<file path="config.mk">
export PLATFORM = sky130hd
export DESIGN_NAME = sync_fifo_burst_reader
export DESIGN_NICKNAME = d
export VERILOG_FILES = /design/src/rtl/sync_fifo_pkg.sv /design/src/rtl/sync_fifo_burst_reader_out_reg.sv /design/src/rtl/sync_fifo_burst_reader.sv
export SDC_FILE = /design/constraint.sdc
export NUM_CORES = 1
export LEC_CHECK = 0
export ABC_AREA = 1
export BUFFER_PORTS_ARGS = -buffer_cell sky130_fd_sc_hd__buf_2
export CORE_ASPECT_RATIO = 0.8
export CORE_MARGIN = 1.5
export CORE_UTILIZATION = 40
export CTS_BUF_LIST = sky130_fd_sc_hd__clkbuf_4 sky130_fd_sc_hd__clkbuf_8 sky130_fd_sc_hd__clkbuf_16
export CTS_CLUSTER_DIAMETER = 30
export DETAILED_ROUTE_END_ITERATION = 7
export GPL_ROUTABILITY_DRIVEN = 0
export HOLD_SLACK_MARGIN = 0.02
export SLEW_MARGIN = 20
export SYNTH_ARGS = -nofsm -noshare
export SYNTH_HDL_FRONTEND = slang
export SYNTH_HIERARCHICAL = 1
export SYNTH_SLANG_ARGS = --single-unit
</file>
<file path="constraint.sdc">
create_clock -name i_clk -period 1.9 [get_ports i_clk]
set_input_delay 0.38 -clock i_clk [delete_from_list [all_inputs] [get_ports i_clk]]
set_output_delay 0.38 -clock i_clk [all_outputs]
set_load 0.01 [all_outputs]
</file>
<file path="src/rtl/sync_fifo_pkg.sv">
// Shared definitions for the sync_fifo family: default word width, burst reader
// state encoding and default burst/timeout settings.
`ifndef DATA_WIDTH
`define DATA_WIDTH 8
`endif

package sync_fifo_pkg;

  typedef enum logic [1:0] {
    IDLE  = 2'd0,
    BURST = 2'd1,
    FLUSH = 2'd2
  } burst_rd_state_e;

  localparam int unsigned BURST_RD_LEN_DEFAULT     = 4;
  localparam int unsigned BURST_RD_TIMEOUT_DEFAULT = 16;

endpackage

</file>
<file path="src/rtl/sync_fifo_burst_reader_out_reg.sv">
// Downstream output register: loads a beat, holds it stable under backpressure,
// and drops valid once the beat is accepted with nothing new to load.
module burst_out_reg #(
  parameter int unsigned DATA_WIDTH = 8
) (
  input  logic                  i_clk,
  input  logic                  i_rst_n,
  input  logic                  i_load,
  input  logic [DATA_WIDTH-1:0] i_data,
  input  logic                  i_last,
  input  logic                  i_ready,
  output logic                  o_valid,
  output logic [DATA_WIDTH-1:0] o_data,
  output logic                  o_last
);

  always_ff @(posedge i_clk or negedge i_rst_n) begin
    if (!i_rst_n) begin
      o_valid <= 1'b0;
      o_data  <= '0;
      o_last  <= 1'b0;
    end else if (i_load) begin
      o_valid <= 1'b1;
      o_data  <= i_data;
      o_last  <= i_last;
    end else if (i_ready) begin
      o_valid <= 1'b0;
    end
  end

endmodule

</file>
<file path="src/rtl/sync_fifo_burst_reader.sv">
// Drains a show-ahead sync_fifo and re-emits its words as fixed-length bursts,
// flushing a short burst when a partial load has waited TIMEOUT cycles.
`ifndef DATA_WIDTH
`define DATA_WIDTH 8
`endif

module sync_fifo_burst_reader
  import sync_fifo_pkg::*;
#(
  parameter int unsigned DATA_WIDTH = `DATA_WIDTH,
  parameter int unsigned BURST_LEN  = BURST_RD_LEN_DEFAULT,
  parameter int unsigned TIMEOUT    = BURST_RD_TIMEOUT_DEFAULT
) (
  input  logic                  i_clk,
  input  logic                  i_rst_n,
  input  logic                  i_fifo_valid,
  input  logic                  i_fifo_almostempty,
  input  logic [DATA_WIDTH-1:0] i_fifo_data,
  output logic                  o_fifo_ready,
  output logic                  o_valid,
  output logic [DATA_WIDTH-1:0] o_data,
  output logic                  o_last,
  input  logic                  i_ready
);

  localparam int unsigned TIMER_W = (TIMEOUT > 1) ? $clog2(TIMEOUT) : 1;
  localparam int unsigned BEAT_W  = $clog2(BURST_LEN);
  localparam logic [TIMER_W-1:0] TIMER_LAST = TIMER_W'(TIMEOUT - 1);
  localparam logic [BEAT_W-1:0]  BEAT_LAST  = BEAT_W'(BURST_LEN - 1);

  burst_rd_state_e       r_state, w_state_nxt;
  logic [TIMER_W-1:0]    r_timer, w_timer_nxt;
  logic [BEAT_W-1:0]     r_beat_cnt, w_beat_nxt;
  logic [DATA_WIDTH-1:0] r_hold, w_hold_nxt;
  logic                  r_hold_vld, w_hold_vld_nxt;

  logic                  w_out_free;
  logic                  w_fifo_ready;
  logic                  w_load;
  logic [DATA_WIDTH-1:0] w_load_data;
  logic                  w_load_last;

  assign w_out_free   = ~o_valid | i_ready;
  assign o_fifo_ready = w_fifo_ready;

  always_ff @(posedge i_clk or negedge i_rst_n) begin
    if (!i_rst_n) begin
      r_state    <= IDLE;
      r_timer    <= '0;
      r_beat_cnt <= '0;
      r_hold     <= '0;
      r_hold_vld <= 1'b0;
    end else begin
      r_state    <= w_state_nxt;
      r_timer    <= w_timer_nxt;
      r_beat_cnt <= w_beat_nxt;
      r_hold     <= w_hold_nxt;
      r_hold_vld <= w_hold_vld_nxt;
    end
  end

  always_comb begin
    w_state_nxt    = r_state;
    w_timer_nxt    = r_timer;
    w_beat_nxt     = r_beat_cnt;
    w_hold_nxt     = r_hold;
    w_hold_vld_nxt = r_hold_vld;
    w_fifo_ready   = 1'b0;
    w_load         = 1'b0;
    w_load_data    = i_fifo_data;
    w_load_last    = 1'b0;

    case (r_state)
      IDLE: begin
        if (i_fifo_valid && !i_fifo_almostempty) begin
          w_state_nxt = BURST;
          w_beat_nxt  = '0;
          w_timer_nxt = '0;
        end else if (i_fifo_valid) begin
          if (r_timer == TIMER_LAST) begin
            w_state_nxt = FLUSH;
            w_timer_nxt = '0;
          end else begin
            w_timer_nxt = r_timer + 1'b1;
          end
        end else begin
          w_timer_nxt = '0;
        end
      end

      BURST: begin
        w_fifo_ready = w_out_free;
        if (w_out_free && i_fifo_valid) begin
          w_load      = 1'b1;
          w_load_data = i_fifo_data;
          w_load_last = (r_beat_cnt == BEAT_LAST);
          if (r_beat_cnt == BEAT_LAST) begin
            w_state_nxt = IDLE;
            w_beat_nxt  = '0;
          end else begin
            w_beat_nxt = r_beat_cnt + 1'b1;
          end
        end
      end

      FLUSH: begin
        // The hold register lets us see whether another word follows before
        // committing o_last on the beat currently being presented.
        if (!r_hold_vld) begin
          w_fifo_ready = i_fifo_valid;
          if (i_fifo_valid) begin
            w_hold_nxt     = i_fifo_data;
            w_hold_vld_nxt = 1'b1;
          end
        end else if (w_out_free) begin
          w_load      = 1'b1;
          w_load_data = r_hold;
          if ((r_beat_cnt == BEAT_LAST) || !i_fifo_valid) begin
            w_load_last    = 1'b1;
            w_hold_vld_nxt = 1'b0;
            w_beat_nxt     = '0;
            w_state_nxt    = IDLE;
          end else begin
            w_load_last  = 1'b0;
            w_beat_nxt   = r_beat_cnt + 1'b1;
            w_fifo_ready = 1'b1;
            w_hold_nxt   = i_fifo_data;
          end
        end
      end

      default: begin
        w_state_nxt = IDLE;
      end
    endcase
  end

  burst_out_reg #(
    .DATA_WIDTH(DATA_WIDTH)
  ) u_out_reg (
    .i_clk   (i_clk),
    .i_rst_n (i_rst_n),
    .i_load  (w_load),
    .i_data  (w_load_data),
    .i_last  (w_load_last),
    .i_ready (i_ready),
    .o_valid (o_valid),
    .o_data  (o_data),
    .o_last  (o_last)
  );

endmodule
</file>
Word-level counts from Yosys, hierarchy flattened
Cells that the tools add are included.
{ "word_totals": {"rom_bits": 0, "latchBits": 0, "inputBits": 13, "ramBits": 0, "n_memories": 0, "word_cells": 82, "reg_bits": 27} }
{ "op_classes": {"div_mod_pow": 0, "mux": 44, "n_eq_ne": 14, "n_bitwise": 2, "order_cmp": 0, "shift": 0, "add_sub_neg": 2, "n_mul": 0, "reduce_logical": 12} }
{ "op_table": {"columns": ["cell", "count"], "rows": [
  ["$mux W8", 7],
  ["$mux W2", 14],
  ["$mux W1", 15],
  ["$ne A2 B2 Y1 const B", 7],
  ["$mux W4", 3],
  ["$pmux W2 S3", 2],
  ["$reduce_and A7 Y1", 1],
  ["$ne A3 B3 Y1 const B", 2],
  ["$pmux W1 S2", 3],
  ["$reduce_and A5 Y1", 1],
  ["$add A4 B1 Y4 const B", 1],
  ["$eq A2 B2 Y1 const B", 2],
  ["$eq A4 B4 Y1 const B", 1],
  ["$reduce_and A4 Y1", 1],
  ["$reduce_bool A2 Y1", 2],
  ["$reduce_bool A3 Y1", 1],
  ["$add A2 B1 Y2 const B", 1],
  ["$eq A2 B1 Y1 const B", 1],
  ["$logic_and A1 B1 Y1", 2],
  ["$logic_not A1 Y1", 2],
  ["$logic_not A2 Y1", 1],
  ["$ne A2 B1 Y1 const B", 1],
  ["$logic_or A1 B1 Y1", 1],
  ["$not A1 Y1", 1],
  ["$or A1 B1 Y1", 1]
]} }

Logic depth before layout (Yosys ltp)
{ "depth": {"word_depth": 6, "depth_mapped": 10, "depth_no_buf": 9} }

Cells and area by module
The synthesis kept the hierarchy.
{ "modules_own_cells": {"columns": ["module", "area_each_um2", "cells_per_inst", "seq_area_each_um2", "n_inst"], "rows": [
  ["sync_fifo_burst_reader", 1142.3, 148, 425.4, 1],
  ["burst_out_reg", 377.9, 42, 250.2, 1]
]} }

Worst setup path after synthesis
No wires, ideal clock.
{ "synth_timing": {"kind": "register to output", "startpoint": "reg r_state[0]", "endpoint": "out o_fifo_ready", "path_slack_ns": 0.262, "stages_incl_launch_ff": 8, "n_path_buf": 1, "required_ns": 1.520, "arrival_ns": 1.258, "path_cell_list": "dfrtp_1 inv_1 ha_1 nand2_4 inv_2 o21ai_4 buf_8 a21oi_4"} }
{ "synth_via": {"elab_chain_cells": 2} }
{ "synth_lines": {"columns": ["item", "line", "text"], "rows": [
  ["start: declaration", "sync_fifo_burst_reader.sv:31", "burst_rd_state_e r_state, w_state_nxt;"],
  ["start signal: assignment", "sync_fifo_burst_reader.sv:54", "r_state <= w_state_nxt;"],
  ["$eq A2 B2 Y1 / $eq A2 B1 Y1 (equally long branches)", "sync_fifo_burst_reader.sv:73", "case (r_state)"],
  ["$pmux W1 S2 (*)", "sync_fifo_burst_reader.sv:73", null],
  ["end: declaration", "sync_fifo_burst_reader.sv:19", "output logic o_fifo_ready,"]
]} }
Mark *: on every way between the ends. The rest lies on a longest branch, timed or not.

Worst setup path after layout
{ "layout_timing": {"startpoint": "reg r_beat_cnt[0]", "endpoint": "out o_fifo_ready"} }
{ "layout_via": {"elab_chain_cells": 6} }
{ "layout_lines": {"columns": ["item", "line", "text"], "rows": [
  ["start: declaration", "sync_fifo_burst_reader.sv:33", "logic [BEAT_W-1:0] r_beat_cnt, w_beat_nxt;"],
  ["start signal: assignment", "sync_fifo_burst_reader.sv:56", "r_beat_cnt <= w_beat_nxt;"],
  ["$eq A2 B2 Y1", "sync_fifo_burst_reader.sv:118", "if ((r_beat_cnt == BEAT_LAST) || !i_fifo_valid) begin"],
  ["$logic_or A1 B1 Y1", "sync_fifo_burst_reader.sv:118", null],
  ["$mux W1", "sync_fifo_burst_reader.sv:118", null],
  ["$mux W1", "sync_fifo_burst_reader.sv:115", "end else if (w_out_free) begin"],
  ["$mux W1", "sync_fifo_burst_reader.sv:109", "if (!r_hold_vld) begin"],
  ["$pmux W1 S2", "sync_fifo_burst_reader.sv:73", null]
]} }
No other way between the ends.

==> run_results.csv <==
group,metric,value,unit
outcome,status,"complete, no violations",
cts,htree_levels,1,
grt,grt_max_degree,28,
sta,fin_crit_sh,96.4,%
sta,fin_ws,67.9,ps
cts,cts_made_buffers,3,
cts,cts-root-buf,"clkbuf_8",
setup_path,critPathBufInv,3,
layout,areaGrowthSynthToFinish,13.5,%
setup_path,arrival,1450,ps
setup_path,slowest_stage,"dfrtp_1",
setup_path,critPathMaxStageDelay,400,ps
detailed_routing,vias_per_cell,4.55,
die,chipWidth,71.9,um
synthesis,ys_ff_latch,27,
sta,hold_violations,0,
detailed_routing,drtPass1Iterations,4,
detailed_routing,drt-initial-drc-count,42,
layout,stdcell_count,258,
synthesis,ys_seq_area_share,44.4,%
synthesis,synthesis.area,0.00152,mm2
sta,final_max_slew_viol_count,0,
grt,grt_pass1_vias,1025,
sta,fmax,0.546,GHz
placed_design,io_buffers,23,
synthesis,ys_warn_count,6,
synthesis,synth_compound_area_share,12.9,%
synthesis,synth_fp_nets,208,
synthesis,postSynthAreaPerCell,8.00,um2
sta,max_slew_margin,60.2,%
placed_design,place_ws,235,ps
sta,setup_viol,0,
setup_path,cp-start-kind,"flip-flop",
synthesis,yosys.area_share.simple,27.2,%
grt,grt_pass1_wl,4820,um
detailed_routing,postRouteAntennaNets,0,
die,fp-row-count,19,
pwr,vdd_drop_max,0.683,mV
setup_path,path_class,"reg2out",
layout,final_util,48.7,%
setup_path,required,1520,ps
detailed_routing,drt-total-wl,2840,um
layout,antenna_cells,0,
cts,cts.sinks,27,
setup_path,crit_family,"flip-flops",
grt,use_met1,24.1,%
synthesis,ys.flop_type,"dfrtp_1",
setup_path,path_max_fanout,3,
synthesis,synthMostInstantiatedCell,"nand2_1",
grt,grtUsageMet2,19.8,%
sta,min_period,1830,ps
synthesis,syn_inst,190,
cts,clk_latency,270,ps
sta,fin_tns_setup,0,ps
cts,clockBufferDepth,2,
cts,cts.reportedPaths.clkPinSlew,90,ps
layout,drive_above_1_share,27.8,%
synthesis,synthMuxAreaShare,0,%
grt,antenna_found_initial,0,
detailed_routing,vias,1173,
worst_hold_path,worstHoldPathType,"in2async",
die,placeableCoreArea,0.00354,mm2
synthesis,synth_edf_count,0,
detailed_routing,drc,0,
synthesis,yosys.area.top_type_share,44.4,%
grt,gr-usage-met3,4.35,%
synthesis,synth_xor_area_share,1.15,%
grt,grt-ovfl-total,0,
die,start_util,42.9,%
sta,finalClockSkew,7.59,ps
grt,track_usage,15.0,%
sta,rsz0062_at_grt,"true",
detailed_routing,routedWlPerCell,11.0,um
pwr,p_per_area,1600,mW/mm2
synthesis,synth_top_family_by_area,"simple AND/OR/NAND/NOR gates",
synthesis,ys_top_cells_by_area,"dfrtp_1, nand2_1, inv_1, o21ai_2, ha_1",
setup_path,cp_common_cell,"nand2_2",
synthesis,synthArstFlopShare,100,%
synthesis,synth_common_cells,"nand2_1, dfrtp_1, inv_1",
synthesis,yosysTopAreaCell,"dfrtp_1",
die,pin_count,24,
synthesis,synthAdderAreaFrac,4.12,%
die,dieArea,0.00418,mm2
synthesis,synthDistinctLibCells,23,
setup_path,end_kind,"output pin",
placed_design,placed_cells,253,
flow_run,maxCapViolCount,0,
grt,gr-max-usage-layer,"met1",
die,die_h,58.1,um
setup_path,crit_chain,"ha_2 > inv_2 > nand2_2 > inv_2 > nand2_2 > nand2_2 > o21ai_4 > a21oi_4 > buf_2",
cts,cts_tree,"done",
sta,worst_pin_slew,596,ps
layout,fin_nets,235,
pwr,power_leakage,0.956,nW
placed_design,dp_hpwl,2120,um
-- where the power goes --
part / switching (mW) / internal [mW]
registers: 0.164 / 0.825
logic: 0.912 / 0.544
clock network: 0.171 / 0.147
total: 1.25 / 1.52
-- final timing paths --
path / startpoint / slack (ps) / cells past startpoint / to
worst min register to register: u_out_reg/o_data[2] / 470 / 2 / u_out_reg/o_data[2]
worst max register to register: r_state[0] / 350 / 9 / u_out_reg/o_data[2]
worst min-delay path: i_rst_n / 100 / 1 / r_timer[1]
max in group asynchronous: i_rst_n / 1400 / 1 / r_state[0]
worst max-delay path: r_beat_cnt[0] / 70 / 9 / o_fifo_ready
min in group i_clk: i_ready / 350 / 4 / u_out_reg/o_valid
-- worst register-to-register path: stages, from the launching register on --
cell and delay, ps:
dfrtp_1 410, inv_2 90, ha_4 170, nand2_1 70, inv_2 100, nand2_4 130
a21oi_2 210, buf_4 180, nand2_1 70, nand2_1 60
-- sequential cells by signal (all words and copies together), names as in the netlist --
signal / cells
r_state: 2
u_out_reg/o_data: 8
r_beat_cnt: 2
u_out_reg/o_valid: 1
u_out_reg/o_last: 1
r_timer: 4
r_hold_vld: 1
r_hold: 8
-- stage by stage --
stage	cell area [um2]	total power, mW	hold slack [ps]
after floorplan	1520	2.10	84.4
after global placement	1650	2.40	429
after detailed placement	1650	2.41	429
after CTS	1710	2.75	129
after global routing	1730	3.04	148
final	1730	2.76	101
-- routing by layer --
| metal | up-vias | wire, um |
|---|---|---|
| li1 | 637 | - |
| met5 | - | 0 |
| met1 | 507 | 1620 |
| met3 | 2 | 137 |
| met2 | 27 | 1070 |
| met4 | 0 | 16 |
-- cells in the final DEF (no fill, tap or decap) --
cell | netlist | final
o22ai_1 | 2 | 2
buf_4 | 0 | 3
a21oi_2 | 1 | 1
or2_2 | 1 | 1
a21oi_1 | 11 | 11
ha_4 | 0 | 1
nand2_4 | 3 | 3
clkinv_2 | 0 | 1
xor2_1 | 1 | 1
o21ai_4 | 1 | 1
clkbuf_8 | 0 | 3
and2_1 | 1 | 1
nand2_2 | 5 | 5
o31ai_1 | 1 | 1
nand2_1 | 65 | 65
a21oi_4 | 1 | 1
inv_2 | 4 | 7
nand3_1 | 8 | 8
xnor2_1 | 1 | 1
ha_1 | 5 | 2
buf_2 | 0 | 23
dfrtp_1 | 27 | 27
ha_2 | 0 | 2
nor2_1 | 14 | 14
o21ai_2 | 8 | 8
inv_1 | 24 | 21
o21ai_0 | 2 | 2
-- what timing repair did --
item / 4_1_cts / 5_1_grt
pin swaps: 0 / 1
buffers inserted: 0 / 1
endpoints found under the setup margin: 1 / 1
resized for setup: 3 / 4
hold buffers: 0 / 0
cloned: 0 / 0
-- cells by family (layout without fill, tap and decap cells) --
family	Yosys count	count (layout)
fa+ha+maj	5	5
flops	27	27
simple gates	97	97
xor+xnor	2	2
buf+inv	32	58
compound gates	27	27
-- final cells by class --
cell class	count	area, um2
fill	355	1820
multi-input combinational	131	708
sequential	27	676
timing repair buffer	26	138
inverter	28	105
tap	42	52.6
clock buffer	3	41.3
clock inverter	1	5.00
No activity file was read; power rests on OpenSTA's default activity.
